## src/rtl/usb_tx_pkg.sv

```systemverilog
// Shared types and constants for the USB TX CRC16 sequencing logic.
package usb_tx_pkg;

  localparam int CRC_W = 16;
  localparam logic [CRC_W-1:0] CRC_INIT = 16'hFFFF;

  typedef enum logic [2:0] {
    IDLE,
    CLEAR,
    DATA,
    INVERT,
    LATCH,
    SHIFT,
    DONE
  } state_t;

endpackage

```

## src/rtl/usb_tx_crc_serializer.sv

```systemverilog
// Holds the captured CRC and walks it out one bit per shift, counting bits
// so the sequencer knows when the sixteenth has gone.
module usb_tx_crc_serializer
  import usb_tx_pkg::*;
#(
  parameter bit MSB_FIRST = 1'b1
) (
  input  logic             clk,
  input  logic             n_rst,
  input  logic             i_load,
  input  logic [CRC_W-1:0] i_data,
  input  logic             i_shift,
  output logic             o_head,
  output logic             o_last
);

  logic [CRC_W-1:0] r_shreg;
  logic [3:0]       r_cnt;

  // Load has priority so a stray strobe during capture cannot skew the count
  always_ff @(posedge clk or negedge n_rst) begin
    if (!n_rst) begin
      r_shreg <= '0;
      r_cnt   <= '0;
    end else if (i_load) begin
      r_shreg <= i_data;
      r_cnt   <= '0;
    end else if (i_shift) begin
      if (MSB_FIRST)
        r_shreg <= {r_shreg[CRC_W-2:0], 1'b0};
      else
        r_shreg <= {1'b0, r_shreg[CRC_W-1:1]};
      r_cnt <= r_cnt + 4'd1;
    end
  end

  assign o_head = MSB_FIRST ? r_shreg[CRC_W-1] : r_shreg[0];
  assign o_last = (r_cnt == 4'd15);

endmodule

```

## src/rtl/usb_tx_crc_sequencer.sv

```systemverilog
// Sequences the bit-serial CRC16 generator: clear, gated update, complement,
// capture, then serialization of the 16 CRC bits onto the TX stream.
module usb_tx_crc_sequencer
  import usb_tx_pkg::*;
#(
  parameter bit MSB_FIRST = 1'b1
) (
  input  logic             clk,
  input  logic             n_rst,
  input  logic             i_tx_start,
  input  logic             i_zero_len,
  input  logic             i_bit_strobe,
  input  logic             i_payload_last,
  input  logic             i_tx_abort,
  input  logic [CRC_W-1:0] i_crc_in,
  output logic             o_clear_crc,
  output logic             o_crc_enable,
  output logic             o_crc_flag,
  output logic             o_crc_bit_out,
  output logic             o_crc_bit_valid,
  output logic             o_crc_busy,
  output logic             o_crc_done
);

  state_t r_state;
  state_t w_next;
  logic   r_zero_len;
  logic   w_abort;
  logic   w_load;
  logic   w_shift;
  logic   w_head;
  logic   w_last;

  assign w_abort = i_tx_abort && (r_state != IDLE);
  assign w_load  = (r_state == LATCH) && !w_abort;
  assign w_shift = (r_state == SHIFT) && i_bit_strobe && !w_abort;

  usb_tx_crc_serializer #(
    .MSB_FIRST (MSB_FIRST)
  ) u_serializer (
    .clk     (clk),
    .n_rst   (n_rst),
    .i_load  (w_load),
    .i_data  (i_crc_in),
    .i_shift (w_shift),
    .o_head  (w_head),
    .o_last  (w_last)
  );

  always_ff @(posedge clk or negedge n_rst) begin
    if (!n_rst) begin
      r_state    <= IDLE;
      r_zero_len <= 1'b0;
    end else begin
      r_state <= w_next;
      if ((r_state == IDLE) && i_tx_start && !i_tx_abort)
        r_zero_len <= i_zero_len;
    end
  end

  // An abort overrides the state decode so clear_crc never overlaps enable/flag
  always_comb begin
    w_next          = r_state;
    o_clear_crc     = 1'b0;
    o_crc_enable    = 1'b0;
    o_crc_flag      = 1'b0;
    o_crc_bit_out   = 1'b0;
    o_crc_bit_valid = 1'b0;
    o_crc_busy      = (r_state != IDLE);
    o_crc_done      = 1'b0;
    case (r_state)
      IDLE: begin
        if (i_tx_start && !i_tx_abort)
          w_next = CLEAR;
      end
      CLEAR: begin
        o_clear_crc = 1'b1;
        w_next      = r_zero_len ? INVERT : DATA;
      end
      DATA: begin
        o_crc_enable = 1'b1;
        if (i_bit_strobe && i_payload_last)
          w_next = INVERT;
      end
      INVERT: begin
        o_crc_flag = 1'b1;
        w_next     = LATCH;
      end
      LATCH: begin
        w_next = SHIFT;
      end
      SHIFT: begin
        o_crc_bit_valid = 1'b1;
        o_crc_bit_out   = w_head;
        if (i_bit_strobe && w_last)
          w_next = DONE;
      end
      DONE: begin
        o_crc_done = 1'b1;
        w_next     = IDLE;
      end
      default: begin
        w_next = IDLE;
      end
    endcase
    if (w_abort) begin
      w_next          = IDLE;
      o_clear_crc     = 1'b1;
      o_crc_enable    = 1'b0;
      o_crc_flag      = 1'b0;
      o_crc_bit_out   = 1'b0;
      o_crc_bit_valid = 1'b0;
      o_crc_done      = 1'b0;
    end
  end

endmodule

```

## config.mk

```make
export PLATFORM = sky130hd
export DESIGN_NAME = usb_tx_crc_sequencer
export DESIGN_NICKNAME = d
export VERILOG_FILES = /design/src/rtl/usb_tx_pkg.sv /design/src/rtl/usb_tx_crc_serializer.sv /design/src/rtl/usb_tx_crc_sequencer.sv
export SDC_FILE = /design/constraint.sdc
export NUM_CORES = 1
export LEC_CHECK = 0
export ABC_AREA = 1
export CAP_MARGIN = 20
export CORE_ASPECT_RATIO = 0.75
export CORE_UTILIZATION = 49
export DETAILED_ROUTE_END_ITERATION = 16
export PLACE_DENSITY = 0.9
export SYNTH_ARGS = -nofsm -noshare
export SYNTH_HDL_FRONTEND = slang
export SYNTH_SLANG_ARGS = --single-unit
```

## constraint.sdc

```tcl
create_clock -name clk -period 1.4 [get_ports clk]
set_input_delay 0.14 -clock clk [delete_from_list [all_inputs] [get_ports clk]]
set_output_delay 0.14 -clock clk [all_outputs]
set_load 0.05 [all_outputs]
```

* Yosys cells after proc, flatten, opt, wreduce, memory -nomap -nowiden
Cells that the tools add are included.
** Operators by class
- $add $sub $neg :: 1
- $mul :: 0
- Divide/modulo/power cells :: 0
- Order comparisons :: 0
- Eq/ne operators :: 10
- Shifts and indexed selects :: 0
- Muxes and demuxes :: 22
- Bitwise logic cells :: 0
- Reduce and logical (&&, ||, !) cells :: 15
** Operator list (count)
- 16-bit 2-to-1 mux :: 2
- 3-bit one-hot mux with 6 select lines :: 1
- 1-bit 2-to-1 mux :: 13
- 3-bit 2-to-1 mux :: 4
- 3-bit equality test (second input constant) :: 3
- 1-bit logical AND :: 9
- 4-bit 2-to-1 mux :: 2
- 3-bit by 2-bit equality test with 1-bit output (second input constant) :: 2
- 3-bit by 2-bit inequality test with 1-bit output (second input constant) :: 2
- 4-bit by 1-bit adder with 4-bit output (second input constant) :: 1
- 4-bit equality test (second input constant) :: 1
- 3-bit by 1-bit equality test with 1-bit output (second input constant) :: 1
- 3-bit zero test :: 1
- 3-bit inequality test (second input constant) :: 1
- 3-bit AND reduction :: 1
- 3-bit nonzero test :: 1
- 1-bit zero test :: 2
- 2-bit nonzero test :: 1
** Storage, ports and cells
- Register bits :: 24
- Latch bits :: 0
- RAM bits :: 0
- Bits in read-only memories :: 0
- Bits of input ports :: 23
- Logic and storage cells :: 52
- Memories :: 0

* Longest topological paths before layout
Gate-level depths: netlist of run 1.
- Word-level depth :: 6
- Mapped depth :: 8
- Gate-level depth less buffers :: 8

* Hierarchy
From an unflattened synthesis of run 1, not the netlist that was laid out.
** Unflattened totals
- Cell total of the unflattened synthesis :: 158
- Area total of the unflattened synthesis :: 1260.0 sq um
** By module, submodules not included
- usb_tx_crc_serializer :: times used 1, cells each 104, area an instance 932.1 sq um, sequential area each 500.5 sq um
- usb_tx_crc_sequencer :: times used 1, cells each 54, area an instance 327.8 sq um, sequential area each 100.1 sq um

* Worst setup path after synthesis of run 1
OpenSTA, ideal clock, no wires.
- Path type :: reg-to-output
- Start point :: register r_state[1]
- End point :: output port o_crc_flag
- Arrival time :: 1984 ps
- Data required time :: 1260 ps
- Setup slack :: -724 ps
- Stages on the path, launching flop included :: 3
- Path buffers :: 0
- Cell sequence :: dfrtp_1 > inv_2 > nor4_1
** Between the ends
- Longest elaborated chain between the ends :: 3
- Elaborated cells between the ends (all ways) :: 5
- Classes of those cells :: eq/ne (1); mux (2); reduce/logical (2)
** Ends and longest elaborated chain
- start, declared :: line usb_tx_crc_sequencer.sv:25 : state_t r_state;
- start signal, assigned :: line usb_tx_crc_sequencer.sv:55 : r_state <= w_next;
- 3-bit by 2-bit equality test with 1-bit output or 3-bit nonzero test (tied branches) :: line usb_tx_crc_sequencer.sv:71, usb_tx_crc_sequencer.sv:34
- 1-bit 2-to-1 mux or 1-bit logical AND (tied branches) :: line usb_tx_crc_sequencer.sv:71, usb_tx_crc_sequencer.sv:34
- 1-bit 2-to-1 mux (*) :: line usb_tx_crc_sequencer.sv:106 : if (w_abort) begin
- end, declared :: line usb_tx_crc_sequencer.sv:18 : output logic o_crc_flag,
Every way passes the cells marked *; elsewhere a longest branch is shown, timed or not.

* Worst setup path in the final report of run 1
- Start point :: register r_state[1]
- End point :: output port o_clear_crc
** Between the ends
- Longest elaborated chain between the ends :: 3
- Elaborated cells between the ends (all ways) :: 5
- Classes of those cells :: eq/ne (1); mux (2); reduce/logical (2)
** Ends and longest elaborated chain
- 3-bit by 1-bit equality test with 1-bit output or 3-bit nonzero test (tied branches) :: line usb_tx_crc_sequencer.sv:71, usb_tx_crc_sequencer.sv:34
- 1-bit 2-to-1 mux or 1-bit logical AND (tied branches) :: line usb_tx_crc_sequencer.sv:71, usb_tx_crc_sequencer.sv:34
- 1-bit 2-to-1 mux (*) :: line usb_tx_crc_sequencer.sv:106
- end, declared :: line usb_tx_crc_sequencer.sv:16 : output logic o_clear_crc,
Marks and branches as above.

==> impl_metrics.tcl, run 1 <==
set metrics [dict create \
    io_buffers 29 \
    end_kind "output pin" \
    crit_fanout 5 \
    maxSlewHeadroom 0.6835 \
    fp.dieW_um 61.31 \
    coreArea_sq_mm 0.002402 \
    vias 1553 \
    p_total_mw 3.795 \
    first_pass_iters 8 \
    grt_first_pass_wirelength_um 6092 \
    clock_skew_ns 0.004119 \
    wl_per_cell_um 22.42 \
    syn_area_sq_mm 0.001292 \
    hold_viol_final 0 \
    mostFrequentLayoutCell "nand2_1" \
    timing.final.crit_share 1.143 \
    detail-route-antenna-nets 0 \
    ys_seq_elements 24 \
    syn_avg_cell_area_sq_um 7.978 \
    r2r-start "r_state[2]$_DFFE_PN0P_" \
    finalInstanceArea_sq_mm 0.002137 \
    outcome "finished, violations left" \
    drv_slew 0 \
    tightest_slew_ns 0.4747 \
    setup_viol 28 \
    htree_num_levels 1 \
    wirelength_um 5560 \
    cts-root-buf "clkbuf_4" \
    fin_cells 248 \
    clk_latency_ns 0.33 \
    synth_seq_area_share 0.4647 \
    die_h_um 46.48 \
    gr-total-overflow 0 \
    cts_tree "yes" \
    grt_max_degree 25 \
    violations "negative setup slack" \
    synth-main-ff-cell "dfrtp_1" \
    synthArstFlopShare 1.000 \
    p_leak_nw 1.044 \
    dieArea_sq_mm 0.002849 \
    antenna_found_initial 0 \
    cp.arrival_ns 1.46 \
    dp_hpwl_um 2270 \
    hold_class "input port to asynchronous set/reset pin" \
    drc_errors 0 \
    dpl-instance-area_sq_mm 0.001729 \
    r2r-end "u_serializer.r_shreg[12]$_DFFE_PN0P_" \
    grtUsageTotal 0.3088 \
    clk_path_buf_depth 2 \
    layout_common_cells "nand2_1, clkdlybuf4s50_1, dfrtp_1" \
    r2r_slack_ns -0.16 \
    cap_violations 0 \
    fmax_mhz 624.9 \
    final_nets 239 \
    syn-num-nets 186 \
    crit_type "flop to output pin" \
    placed_cells 230 \
    synth_cells 162 \
    drtIter0Drc 224 \
    yosysWarningCount 0 \
    grt_pass1_vias 1270 \
    ff2ff_path_depth 7 \
    cp-start-kind "flop" \
    rsz0062_at_grt "yes" \
    synth.distinct_cells 26 \
    gp_congestion 0.9442 \
    areaGrowthSynthToFinish_pct 65.34 \
    pre_cts_ws_ns -0.1767 \
    synth_edf_count 0 \
    fin_ws_ns -0.2004 \
    clkTransAtPathRegs_ns 0.14 \
    ir_drop_uv 1050 \
    rows 15 \
    cts.sink_count 24 \
    initial_core_util 0.5380 \
    crit_required_ns 1.26 \
    diodes 0 \
    p_per_area_mw_per_mm2 1776 \
    drive_above_1_share 0.4206 \
    drt-vias-per-instance 6.262 \
    io_pins 30 \
    holdWs_ns 0.1475 \
    min_period_ns 1.600 \
    numCtsBuffers 3 \
]
## routing by layer
| layer | up-vias | track usage | share of wire | wire length [um] |
|---|---|---|---|---|
| met2 | 170 | 0.5196 | 0.45 | 2477 |
| met3 | 62 | 0.09270 | 0.12 | 659 |
| met5 | - | 0 | 0 | 0 |
| met4 | 0 | 0.1591 | 0.069 | 382 |
| met1 | 705 | 0.3579 | 0.37 | 2041 |
| li1 | 616 | - | - | - |
## flip-flops by register name, indices dropped and copies added (netlist names)
signal	count
u_serializer.r_shreg	16
r_zero_len	1
r_state	3
u_serializer.r_cnt	4
## kinds of logic after synthesis
| group | Yosys count | share of synthesized area |
|---|---|---|
| fa+ha+maj | 1 | 0.009679 |
| compound gates | 13 | 0.06583 |
| simple gates | 104 | 0.3640 |
| buf+inv | 19 | 0.08809 |
| flops | 24 | 0.4647 |
| mux | 1 | 0.007745 |
## stage by stage
step / TNS (ns) / utilization
floorplan: -0.5396 / -
detailed placement: -3.619 / 0.7198
finish: -3.733 / 0.8896
global placement: -1.515 / 0.7198
global route: -4.733 / 0.8896
CTS: -0.5270 / 0.7984
## critical path, cell delays in order (launching register included)
cell	delay, ns
dfrtp_2	0.51
nor2_2	0.20
nand2_2	0.08
nand2_1	0.11
o21ai_2	0.09
buf_12	0.15
## timing repair
action,4_1_cts,5_1_grt
buffers inserted,9,3
gates cloned,0,3
hold buffers,0,0
pin swaps,6,6
setup endpoints to repair,8,27
resized for setup,23,37
## how the worst max path moves through the flow
| stage | from | end | slack (ns) | depth (start not counted) |
|---|---|---|---|---|
| detailed placement | i_tx_abort | u_serializer.r_shreg[15]$_DFFE_PN0P_ | -0.18 | 8 |
| finish | r_state[1]$_DFFE_PN0P_ | o_clear_crc | -0.20 | 5 |
| floorplan | r_state[2]$_DFFE_PN0P_ | o_crc_flag | -0.16 | 1 |
| global placement | i_tx_abort | o_crc_flag | -0.08 | 3 |
| global route | r_state[0]$_DFFE_PN0P_ | u_serializer.r_cnt[0]$_DFFE_PN0P_ | -0.26 | 7 |
| CTS | r_state[2]$_DFFE_PN0P_ | o_crc_bit_out | -0.10 | 5 |
## area by class of cell
class / instances / area (sq um)
multi-input combinational: 119 / 762.0
timing repair buffer: 52 / 589.3
tap: 34 / 42.54
inverter: 15 / 86.33
clock buffer: 3 / 22.52
sequential: 24 / 604.3
clock inverter: 1 / 30.03
fill: 97 / 265.3
## synthesized netlist by cell type, types with 2 or more instances
master,n,area (sq um)
nor2_1,10,37.54
buf_6,2,22.52
inv_2,3,11.26
o21ai_0,6,30.03
inv_1,9,33.78
nand2_4,2,22.52
inv_4,3,18.77
nand3_1,20,100.1
nand2_1,61,229.0
dfrtp_1,24,600.6
nor2_4,2,22.52
o21ai_2,2,17.52
nand2_2,5,31.28
## report_power, final
| group | internal [mW] | total (mW) | switching (mW) |
|---|---|---|---|
| Clock | 0.290 | 0.521 | 0.231 |
| Sequential | 0.987 | 1.30 | 0.316 |
| Combinational | 0.835 | 1.97 | 1.14 |
| Total | 2.11 | 3.80 | 1.68 |
Note: power is estimated with default switching activity, not from simulation.
==> run 2, diff against run 1 <==
CORE_MARGIN = 1   (was default)
==> results of run 2 <==
No change in the layout: final DEF, timing and power equal those of run 1.
==> run 3, diff against run 2 <==
CELL_PAD_IN_SITES_DETAIL_PLACEMENT = 1   (was default)
CELL_PAD_IN_SITES_GLOBAL_PLACEMENT = 1   (was default)
CORE_UTILIZATION = 35   (was 49)
PLACE_DENSITY = 0.88   (was 0.9)
==> run 3 against run 2 <==
- the run still ends with negative setup slack left
- clock power shrank 8.3%
- sequential power grew 6%
- wire length grew 14%
- critical path depth shrank 1
- cell area grew 6.7%
- highest routed layer unchanged
- maximum frequency grew 8.0%
- non-clock buffer count grew 6
- largest cell class unchanged
- utilization shrank 22 points
- worst hold slack gained 0.085 ns
- register-to-register slack gained 0.08 ns
==> impl_metrics.tcl, run 3 (synthesis gave the netlist of run 1 again) <==
set metrics [dict create \
    crit_chain "inv_4, nand2_4, nor3_4, buf_12" \
    numCtsBuffers 3 \
    wirelength_um 6365 \
    gr-total-overflow 0 \
    end_kind "output pin" \
    violations "negative setup slack" \
    outcome "finished, violations left" \
    timing.final.crit_share 1.058 \
    cp-start-kind "flop" \
    layout_common_cells "nand2_1, buf_4, clkdlybuf4s50_1" \
    io_pins 30 \
    gp_congestion 0.8154 \
    drc_errors 0 \
    htree_num_levels 1 \
    drtIter0Drc 78 \
    setup_viol 23 \
    drt-vias-per-instance 5.299 \
    drive_above_1_share 0.4661 \
    crit_fanout 4 \
    regArea_sq_um 605.6 \
    cts-root-buf "clkbuf_8" \
    fin_util 0.6703 \
    largest_reg_flops 16 \
    drv_slew 0 \
    multi_input_area_sq_um 817.0 \
    hold_class "input port to asynchronous set/reset pin" \
    diodes 0 \
    slowest_delay_ns 0.49 \
    dp_hpwl_um 3104 \
    grt_pass1_vias 1464 \
    first_pass_iters 4 \
    clk_path_buf_depth 2 \
    r2r-start "r_state[2]$_DFFE_PN0P_" \
    top_regs "u_serializer.r_shreg: 16 flops, u_serializer.r_cnt: 4 flops, r_state: 3 flops" \
    mostFrequentLayoutCell "nand2_1" \
    clock_skew_ns 0.001740 \
    fillers 362 \
    cp-startpoint "r_state[0]$_DFFE_PN0P_" \
    fp.dieW_um 72.17 \
    grt_first_pass_wirelength_um 7472 \
    slowest_stage "dfrtp_2" \
    antenna_found_initial 0 \
    cap_violations 0 \
    fin_ws_ns -0.08165 \
    detail-route-antenna-nets 0 \
    p_leak_nw 1.092 \
    io_buffers 29 \
    clkTransAtPathRegs_ns 0.08 \
    cts.sink_count 24 \
    grt_max_degree 25 \
    areaGrowthSynthToFinish_pct 76.38 \
    pre_cts_ws_ns -0.1853 \
    fmax_mhz 674.9 \
    grtUsageTotal 0.2632 \
    dpl-instance-area_sq_mm 0.001772 \
    hold_viol_final 0 \
    rows 18 \
    top_register "u_serializer.r_shreg" \
    clk_latency_ns 0.27 \
    crit_required_ns 1.26 \
    wl_per_cell_um 23.49 \
    maxSlewHeadroom 0.6275 \
    min_period_ns 1.482 \
    coreArea_sq_mm 0.003401 \
    rsz0062_at_grt "yes" \
    vias 1436 \
    ir_drop_uv 905.6 \
    crit_type "flop to output pin" \
    p_per_area_mw_per_mm2 1787 \
    dieArea_sq_mm 0.003942 \
    initial_core_util 0.3801 \
    cts_tree "yes" \
    die_h_um 54.63 \
    final_nets 246 \
    cp.arrival_ns 1.34 \
    finalInstanceArea_sq_mm 0.002280 \
    tightest_slew_ns 0.5588 \
]
run 3: changes by cell type in the layout (fill, tap and decap cells not counted), sizes merged:
cell,change
clkinv,+1
clkbuf,+1
bufinv,-1
buf,+6
run 3: layout make-up:
| class | count | share of cell area |
|---|---|---|
| Sequential cell | 24 | 0.2656 |
| Clock buffer | 4 | 0.02415 |
| Timing Repair Buffer | 58 | 0.2783 |
| Inverter | 15 | 0.04226 |
| Tap cell | 50 | 0.02744 |
| Multi-Input combinational cell | 119 | 0.3584 |
| Timing Repair inverter | 1 | 0.003842 |
run 3: worst max-delay path: cells and delay by family (launching register included):
family,cells,cell delay [ns]
and+or+nand+nor,2,0.28
buffers and inverters,2,0.30
DFF,1,0.49
run 3: timing repair:
| action | CTS | global route |
|---|---|---|
| endpoints found under the setup margin | 9 | 28 |
| hold endpoints to repair | 0 | 0 |
| pin swaps | 5 | 11 |
| buffers inserted | 12 | 5 |
| hold buffers | 0 | 0 |
| gates resized for setup | 18 | 59 |
| gates cloned | 0 | 3 |
run 3: metrics by stage:
stage / instances / total power, mW / hold WS (ns) / setup TNS, ns
floorplan: 162 / 1.938 / -0.1556 / -0.5396
global placement: 249 / 2.439 / 0.4652 / -1.520
detailed placement: 249 / 2.561 / 0.4833 / -3.587
CTS: 263 / 3.308 / 0.2421 / -0.1647
global route: 271 / 4.225 / 0.2569 / -2.099
finish: 271 / 4.074 / 0.2329 / -0.9506
run 3: power by group:
group          switching [mW]  leakage (nW)  internal [mW]
clock                   0.227        0.0288          0.252
sequential              0.389         0.311          0.993
combinational            1.20         0.752           1.01
total                    1.82          1.09           2.26
run 3: final timing paths:
kind                                                        endpoint  slack, ns  depth (start not counted)
worst min register to register   u_serializer.r_shreg[7]$_DFFE_PN0P_       0.52                          2
worst max register to register  u_serializer.r_shreg[12]$_DFFE_PN0P_      -0.08                          7
worst max-delay path                                    o_crc_enable      -0.08                          4
max in group asynchronous          u_serializer.r_cnt[0]$_DFFE_PN0P_       0.90                          2
min in group clk                 u_serializer.r_shreg[4]$_DFFE_PN0P_       0.45                          3
worst min-delay path             u_serializer.r_shreg[3]$_DFFE_PN0P_       0.23                          2
run 3: per-layer routing:
metal  vias to the layer above  part of all wire  global-route usage
li1                        636                 -                   -
met1                       740              0.44              0.3080
met2                        47              0.51              0.4938
met3                        13             0.036             0.04972
met4                         0             0.017             0.09150
met5                         -                 0                   0
